`config.mk`:
```
export PLATFORM = sky130hd
export DESIGN_NAME = pipeline_output_fifo
export DESIGN_NICKNAME = d
export VERILOG_FILES = /design/src/rtl/pipeline_output_fifo.sv
export SDC_FILE = /design/constraint.sdc
export NUM_CORES = 1
export LEC_CHECK = 0
export ABC_AREA = 1
export BUFFER_PORTS_ARGS = -buffer_cell sky130_fd_sc_hd__buf_2
export CORE_ASPECT_RATIO = 0.5
export CORE_MARGIN = 2
export CORE_UTILIZATION = 30
export CTS_CLUSTER_SIZE = 12
export DETAILED_ROUTE_END_ITERATION = 10
export GPL_TIMING_DRIVEN = 1
export HOLD_SLACK_MARGIN = 0.1
export PLACE_DENSITY_LB_ADDON = 0.3
export RECOVER_POWER = 100
export SYNTH_ARGS = -nofsm -noshare
export SYNTH_HDL_FRONTEND = slang
export SYNTH_SLANG_ARGS = --single-unit
```
`constraint.sdc`:
```
create_clock -name clk -period 1.9 [get_ports clk]
set_input_delay 0.38 -clock clk [delete_from_list [all_inputs] [get_ports clk]]
set_output_delay 0.38 -clock clk [all_outputs]
set_load 0.1 [all_outputs]
```
`src/rtl/pipeline_output_fifo.sv`:
```
// First-word fall-through output FIFO placed after a register pipeline.
// Optional stall counter enabled by defining PIPELINE_OUTPUT_FIFO_STATS_EN.
module pipeline_output_fifo #(
    parameter int DATA_WIDTH = 16,
    parameter int DEPTH      = 4
) (
    input  logic                      clk,
    input  logic                      rst,
    input  logic [DATA_WIDTH-1:0]     datain,
    input  logic                      datain_valid,
    output logic                      datain_ready,
    output logic [DATA_WIDTH-1:0]     dataout,
    output logic                      dataout_valid,
    input  logic                      dataout_ready,
    output logic [$clog2(DEPTH):0]    count
`ifdef PIPELINE_OUTPUT_FIFO_STATS_EN
    ,
    output logic [15:0]               stall_count
`endif
);

    localparam int AW = $clog2(DEPTH);
    localparam logic [AW:0] FULL_CNT = (AW+1)'(DEPTH);

    // Handshake: a word moves on a rising edge only when valid and ready are
    // both 1 on that side; ready/valid are pure functions of registered count.

    logic [DATA_WIDTH-1:0] mem_q [DEPTH];
    logic [AW-1:0]         wr_ptr_q, wr_ptr_d;
    logic [AW-1:0]         rd_ptr_q, rd_ptr_d;
    logic [AW:0]           count_q, count_d;
    logic                  push, pop;

    assign datain_ready  = (count_q != FULL_CNT);
    assign dataout_valid = (count_q != '0);
    assign dataout       = dataout_valid ? mem_q[rd_ptr_q] : '0;
    assign count         = count_q;

    assign push = datain_valid && datain_ready;
    assign pop  = dataout_valid && dataout_ready;

    always_comb begin
        wr_ptr_d = wr_ptr_q;
        rd_ptr_d = rd_ptr_q;
        count_d  = count_q;
        if (push) begin
            wr_ptr_d = wr_ptr_q + 1'b1;
        end
        if (pop) begin
            rd_ptr_d = rd_ptr_q + 1'b1;
        end
        if (push && !pop) begin
            count_d = count_q + 1'b1;
        end else if (pop && !push) begin
            count_d = count_q - 1'b1;
        end
    end

    always_ff @(posedge clk) begin
        if (rst) begin
            wr_ptr_q <= '0;
            rd_ptr_q <= '0;
            count_q  <= '0;
        end else begin
            wr_ptr_q <= wr_ptr_d;
            rd_ptr_q <= rd_ptr_d;
            count_q  <= count_d;
        end
    end

    // Storage is never reset; pointers and count define which entries are live.
    always_ff @(posedge clk) begin
        if (push && !rst) begin
            mem_q[wr_ptr_q] <= datain;
        end
    end

`ifdef PIPELINE_OUTPUT_FIFO_STATS_EN
    logic [15:0] stall_q, stall_d;

    always_comb begin
        stall_d = stall_q;
        if (datain_valid && !datain_ready && (stall_q != 16'hFFFF)) begin
            stall_d = stall_q + 16'd1;
        end
    end

    always_ff @(posedge clk) begin
        if (rst) begin
            stall_q <= '0;
        end else begin
            stall_q <= stall_d;
        end
    end

    assign stall_count = stall_q;
`endif

endmodule

```
# After elaboration in Yosys (flattened, before gate mapping)
# Memories as Yosys holds them, arrays and structs flattened. A register that Yosys moved wholly into a read port is not among the register bits.
# Cells that the tools add are included.
# word_totals
mem_bits_rw,64
word_cells,26
regBits,7
latchBits,0
out_inout_bits,21
mem_count,1
input_bits,20
mem_bits_ro,0
# classes
n_reduce_logical,10
magnitude_cmp,0
mux,7
n_mul,0
eq_ne,1
bitwise_logic,0
div,0
addsub,4
n_shift,0
# mem_list
memory,depth,width,rd,rd_clocked_by_memory_dff,wr,line,rtl
mem_q,4,16,1,1,1,28,logic [DATA_WIDTH-1:0] mem_q [DEPTH];
# op_table
op,n
16-bit 2-to-1 mux,1
3-bit 2-to-1 mux,2
1-bit logical AND,5
"2-bit by 1-bit adder with 2-bit output, second input constant",2
2-bit 2-to-1 mux,2
"3-bit by 1-bit adder with 3-bit output, second input constant",1
1-bit zero test,3
"3-bit != test, second input constant",1
3-bit nonzero test,1
"3-bit by 1-bit subtractor with 3-bit output, second input constant",1
1-bit 2-to-1 mux,2
2-bit nonzero test,1

# Logic depth before layout (Yosys ltp)
# Gate-level depths: netlist of run 1.
# logic_depth
word_depth,6
mapped_depth,12

# Worst setup path before layout of run 1
# No wires, ideal clock.
# synth_path
path_type,reg2out
start,"register count_q[2], in the netlist count[2]"
end,output dataout[10]
path_stages_with_launch,6
arrival_time_ns,3.212
path_slack_ns,-1.692
path_buffers,1
path_cell_list,dfxtp_1 inv_2 nand2_4 inv_2 buf_4 a21oi_1
# synth_between
elab_chain_cells,2
# synth_lines
element,line,rtl
"start, declared",31,"logic [AW:0] count_q, count_d;"
"start signal, assigned",67,count_q <= count_d;
3-bit nonzero test,35,assign dataout_valid = (count_q != '0);
via dataout_valid,13,"output logic dataout_valid,"
16-bit 2-to-1 mux,36,assign dataout = dataout_valid ? mem_q[rd_ptr_q] : '0;
"end, declared",12,"output logic [DATA_WIDTH-1:0] dataout,"
# The timed path passes the listed nets, and every way through them passes these cells.

==> flow_summary.ini, run 1 <==
[worst_setup_path]
end_kind = primary output
cpMaxStageDelayCell = dfxtp_4
arrival_ps = 1550
path_cells = buf_16 -> nor2_1 -> nor2_1 -> o21ai_1 -> a21oi_4 -> buf_12
critPathLaunchType = register
crit_family = flip-flops
cpPeakStageDelay_ps = 430
crit_type = register to primary output
cpMostUsedCell = nor2_1
worstPathMaxFanout = 16
critPathBufInv = 2
crit_required_ps = 1520

[outcome]
violations = negative setup slack
outcome = finished, violations left

[drt]
met3WireLength_um = 264
drc_errors = 0
wl_met1_mm = 2.95
drtAntennaViolNets = 0
finalWirelength_mm = 6.37
wl_met2_mm = 3.11
vias_per_cell = 4.41
drtIter0Drc = 130
firstDrtPassIters = 4
top_layer = met4
routedWlPerCell_um = 14.1
vias = 1991

[synth]
synth_top_family_by_area = simple AND/OR/NAND/NOR gates
yosysMostFrequentCell = nor2_1
synth_edf_count = 64
avgSynthCellArea_um2 = 11.7
syn-num-nets = 284
synth_compound_area_share_pct = 8.98
yosysSeqAreaShare_pct = 69.5
synth_top_cell_by_area = edfxtp_1
synth-adder-area-share_pct = 2.73
muxShareOfSynthArea_pct = 0
ys.flop_type = edfxtp_1
ys_ff_latch = 73
yosys_warnings = 0
yosysUniqueCellTypes = 22
synthTopCellsByCount = nor2_1, edfxtp_1, o21ai_1, a21oi_1, nand2_1
yosys.area_share.simple_pct = 13.0
synth_xor_xnor_area_share_pct = 0.290
postSynth.asyncResetShare_pct = 0
synth_cells = 258
synth_top_area_share_pct = 63.6
synth_area_leaders = edfxtp_1, nor2_1, dfxtp_1
syn_area_um2 = 3020

[grt]
overflow = 0
grt_max_degree = 17
grt_pass1_wl_mm = 10.1
grt_antenna_before_repair = 0
grt_pass1_vias = 2053
track_usage_pct = 12.3

[sta]
slew_headroom_pct = 63.4
period_minus_slack_ps = 1930
slew_viol_final = 0
rsz0062_at_grt = true
skew_ps = 5.77
fmax_mhz = 518
setup_viol = 12
tightest_slew_ps = 551
hold_viol = 0
fin_crit_sh_pct = 102
setup_ws_ps = -31.9

[clocking]
cts_made_buffers = 9
clkLatencyLatePin_ps = 320
clockRootBuffer = clkbuf_16
clkSinkCount = 73
cts_tree = built
cts_buffer_depth = 2
clk_pin_slew_ps = 50
htreeDepth = 3

[floorplanning]
initial_core_util_pct = 31.5
die_w_um = 146
die-area_um2 = 10900
io_pins = 41
rows = 25
core-area_um2 = 9600
die_y_um = 75.0

[finish]
fin_cells = 451
antenna_cells = 0
nNetsFinal = 337
drive_above_1_share_pct = 29.1
area_growth_pct = 38.8
fill_cells = 890

[placed_design]
place_congestion = 0.760
dp.cells = 431
hpwl_mm = 3.90
port_buffers = 40

[min_path]
hp-class = input port to register

[run]
maxCapViolations = 0
per-stage QoR:
stage / cell area [µm²] / setup TNS (ps) / utilization [%] / hold slack [ps] / worst slack [ps]
2_1_floorplan: 3250 / -11830 / - / 443 / -162
3_3_place_gp: 3870 / 0 / 40.3 / 498 / 152
3_5_place_dp: 3870 / 0 / 40.3 / 500 / 41.6
4_1_cts: 4180 / -24.6 / 43.5 / 262 / -15.1
5_1_grt: 4200 / -1560 / 43.7 / 264 / -101
6_report: 4200 / -158 / 43.7 / 279 / -31.9
routing by layer:
layer  track usage [%]  up-vias
li1                  -      995
met1              15.0      960
met2              21.0       34
met3              4.73        2
met4              3.59        0
met5                 0        -
path summary, 6_finish.rpt:
kind,start,end,slack (ps),cells after the start
setup / recovery,register,dataout[15],-30,6
hold / removal,rst,count[0],280,2
setup reg to reg,count[0],count[2],40,10
hold reg to reg,rd_ptr_q[0],register,510,2
final cells by class:
cell class                      instances  area (µm²)  share of cell area, %
Clock inverter                          7        37.5                  0.894
Clock buffer                            9         225                   5.37
Tap cell                              135         169                   4.03
Inverter                               16        77.6                   1.85
Multi-Input combinational cell        158         990                   23.6
Timing Repair Buffer                   53         579                   13.8
Sequential cell                        73        2120                   50.5
kinds of logic (layout without fill, tap and decap cells):
| group | Yosys count | count (layout) |
|---|---|---|
| xor+xnor | 1 | 1 |
| buf+inv | 27 | 85 |
| flops | 73 | 73 |
| simple gates | 98 | 98 |
| compound gates | 53 | 53 |
| fa+ha+maj | 6 | 6 |
registers in the layout, indices dropped and copies added (netlist names), named ones only:
name      cells
mem_q        64
count         3
wr_ptr_q      2
rd_ptr_q      2
layout by cell type, fill, tap and decap left out, types with 2 or more instances in the layout:
cell type / n
a21oi_1: 3
a21oi_4: 16
buf_12: 17
buf_2: 3
buf_4: 4
clkbuf_1: 16
clkbuf_16: 10
clkbuf_2: 5
clkbuf_4: 4
clkinv_1: 2
clkinv_2: 3
clkinvlp_4: 2
dfxtp_1: 4
dfxtp_4: 4
edfxtp_1: 64
ha_1: 4
inv_1: 12
inv_4: 2
nand2_1: 14
nand3_1: 4
nor2_1: 73
nor2_2: 3
nor2_4: 2
o21ai_1: 25
o21ai_2: 8
worst reg2reg max path, stage by stage (launching register included):
cell     delay (ps)
dfxtp_4         360
nor2_4          190
nand2_8         100
nand2_1         120
ha_2            190
inv_1            70
fa_2            360
nand2_1          80
nand3_1         100
nor2_1          120
nor2_1           60
repair_timing:
action | CTS | global route
gates resized for setup | 10 | 15
endpoints found under the setup margin | 16 | 17
buffers inserted | 0 | 2
gates cloned | 1 | 1
pin swaps | 1 | 5
hold buffers | 0 | 0
Power of run 1 is left out: the tool's default activity adds up to more than one toggle a clock period on the data nets, which glitch-free logic cannot reach.
==> run 2: changes to the inputs <==
--- a/config.mk
+++ b/config.mk
@@ -16,6 +16,7 @@
 export HOLD_SLACK_MARGIN = 0.1
 export PLACE_DENSITY_LB_ADDON = 0.3
 export RECOVER_POWER = 100
+export REMOVE_ABC_BUFFERS = 1
 export SYNTH_ARGS = -nofsm -noshare
 export SYNTH_HDL_FRONTEND = slang
 export SYNTH_SLANG_ARGS = --single-unit
==> flow_summary.ini, run 2 (synthesized netlist as in run 1, its figures left out) <==
[outcome]
outcome = finished, violations left
violations = negative setup slack

[finish]
design_area_um2 = 4030
layout_common_cells = nor2_1, edfxtp_1, o21ai_1, buf_12, clkbuf_1
drive_above_1_share_pct = 24.2
top_register = mem_q
area_growth_pct = 33.4
largest_reg_flops = 64
nNetsFinal = 336
antenna_cells = 0
final_common_cell = nor2_1

[floorplanning]
io_pins = 41
initial_core_util_pct = 31.5
rows = 25
die_w_um = 146
die_y_um = 75.0
core-area_um2 = 9600
die-area_um2 = 10900

[drt]
drtAntennaViolNets = 0
routedWlPerCell_um = 13.8
drtIter0Drc = 114
vias_per_cell = 4.49
vias = 2014
drc_errors = 0
firstDrtPassIters = 5
finalWirelength_mm = 6.22

[sta]
rsz0062_at_grt = true
tightest_slew_ps = 539
setup_viol = 14
whs_ps = 278
setup_tns_ps = -574
fmax_mhz = 512
hold_viol = 0
fin_crit_sh_pct = 103
slew_viol_final = 0
skew_ps = 2.53
slew_headroom_pct = 64.2
period_minus_slack_ps = 1950
setup_ws_ps = -51.4

[grt]
track_usage_pct = 12.0
grt_antenna_before_repair = 0
grt_max_degree = 18
overflow = 0
grt_pass1_vias = 2071
grt_pass1_wl_mm = 9.74

[min_path]
hp-class = input port to register
hold_depth = 2
hp-start = rst

[clocking]
clk_pin_slew_ps = 50
clkSinkCount = 73
clkLatencyLatePin_ps = 330
cts_tree = built
htreeDepth = 3
cts_buffer_depth = 2
clockRootBuffer = clkbuf_16
cts_made_buffers = 9

[worst_setup_path]
ff2ff_path_depth = 8
r2r_setup_slack_ps = 140
critPathLaunchType = register
worstPathMaxFanout = 17
reg2reg_from = count[2]
reg2reg_to = count[1]
arrival_ps = 1570
crit_type = register to primary output
crit_required_ps = 1520
end_kind = primary output

[run]
maxCapViolations = 0

[placed_design]
port_buffers = 40
place_area_um2 = 3670
hpwl_mm = 3.89
place_congestion = 0.739
-- run 2: cell count changes in the layout (fill, tap and decap cells not counted), sizes merged --
cell | before | now
bufinv | 0 | 1
clkinv | 5 | 4
clkinvlp | 2 | 0
-- run 2: worst max-delay path by stage --
stage,start,endpoint,slack (ps),depth (start not counted)
final,register,dataout[2],-50,6
after floorplan,count[2],dataout[0],-1610,4
after CTS,register,dataout[1],-60,6
after global routing,register,dataout[11],-130,6
after detailed placement,datain_valid,count[2],120,11
after global placement,datain_valid,count[2],170,11
-- run 2: cell type report --
cell class | count | area (µm²)
inverters | 16 | 72.6
well taps | 135 | 169
repair buffers | 52 | 576
clock buffers | 10 | 229
multi-input cells | 158 | 823
fillers | 893 | 5570
flip-flops and latches | 73 | 2110
clock inverters | 5 | 57.6
-- run 2: repair_timing --
item / 4_1_cts / 5_1_grt
buffers inserted: 0 / 0
pin swaps: 5 / 6
hold buffers: 0 / 0
gates cloned: 1 / 1
resized for setup: 24 / 2
setup endpoints to repair: 16 / 18
-- run 2: per-stage QoR --
stage	util, %	setup WS (ps)	std cells
6_report	42.0	-51.4	449
5_1_grt	42.0	-125	449
4_1_cts	42.2	-60.2	448
3_5_place_dp	38.2	122	432
3_3_place_gp	38.2	171	432
2_1_floorplan	-	-1610	247
-- run 2: per-layer routing --
layer | GRT usage [%] | vias to the layer above | wire length [µm]
met5 | 0 | - | 0
met4 | 5.66 | 0 | 146
met1 | 13.4 | 967 | 2750
met2 | 21.4 | 48 | 3000
li1 | - | 986 | -
met3 | 4.30 | 13 | 323
-- run 2: critical path, stage by stage (launching register included) --
cell,delay [ps]
dfxtp_4,370
buf_12,160
inv_8,90
clkbuf_16,150
o21ai_1,80
a21oi_2,190
buf_12,190
Power of run 2 is left out for the same reason.
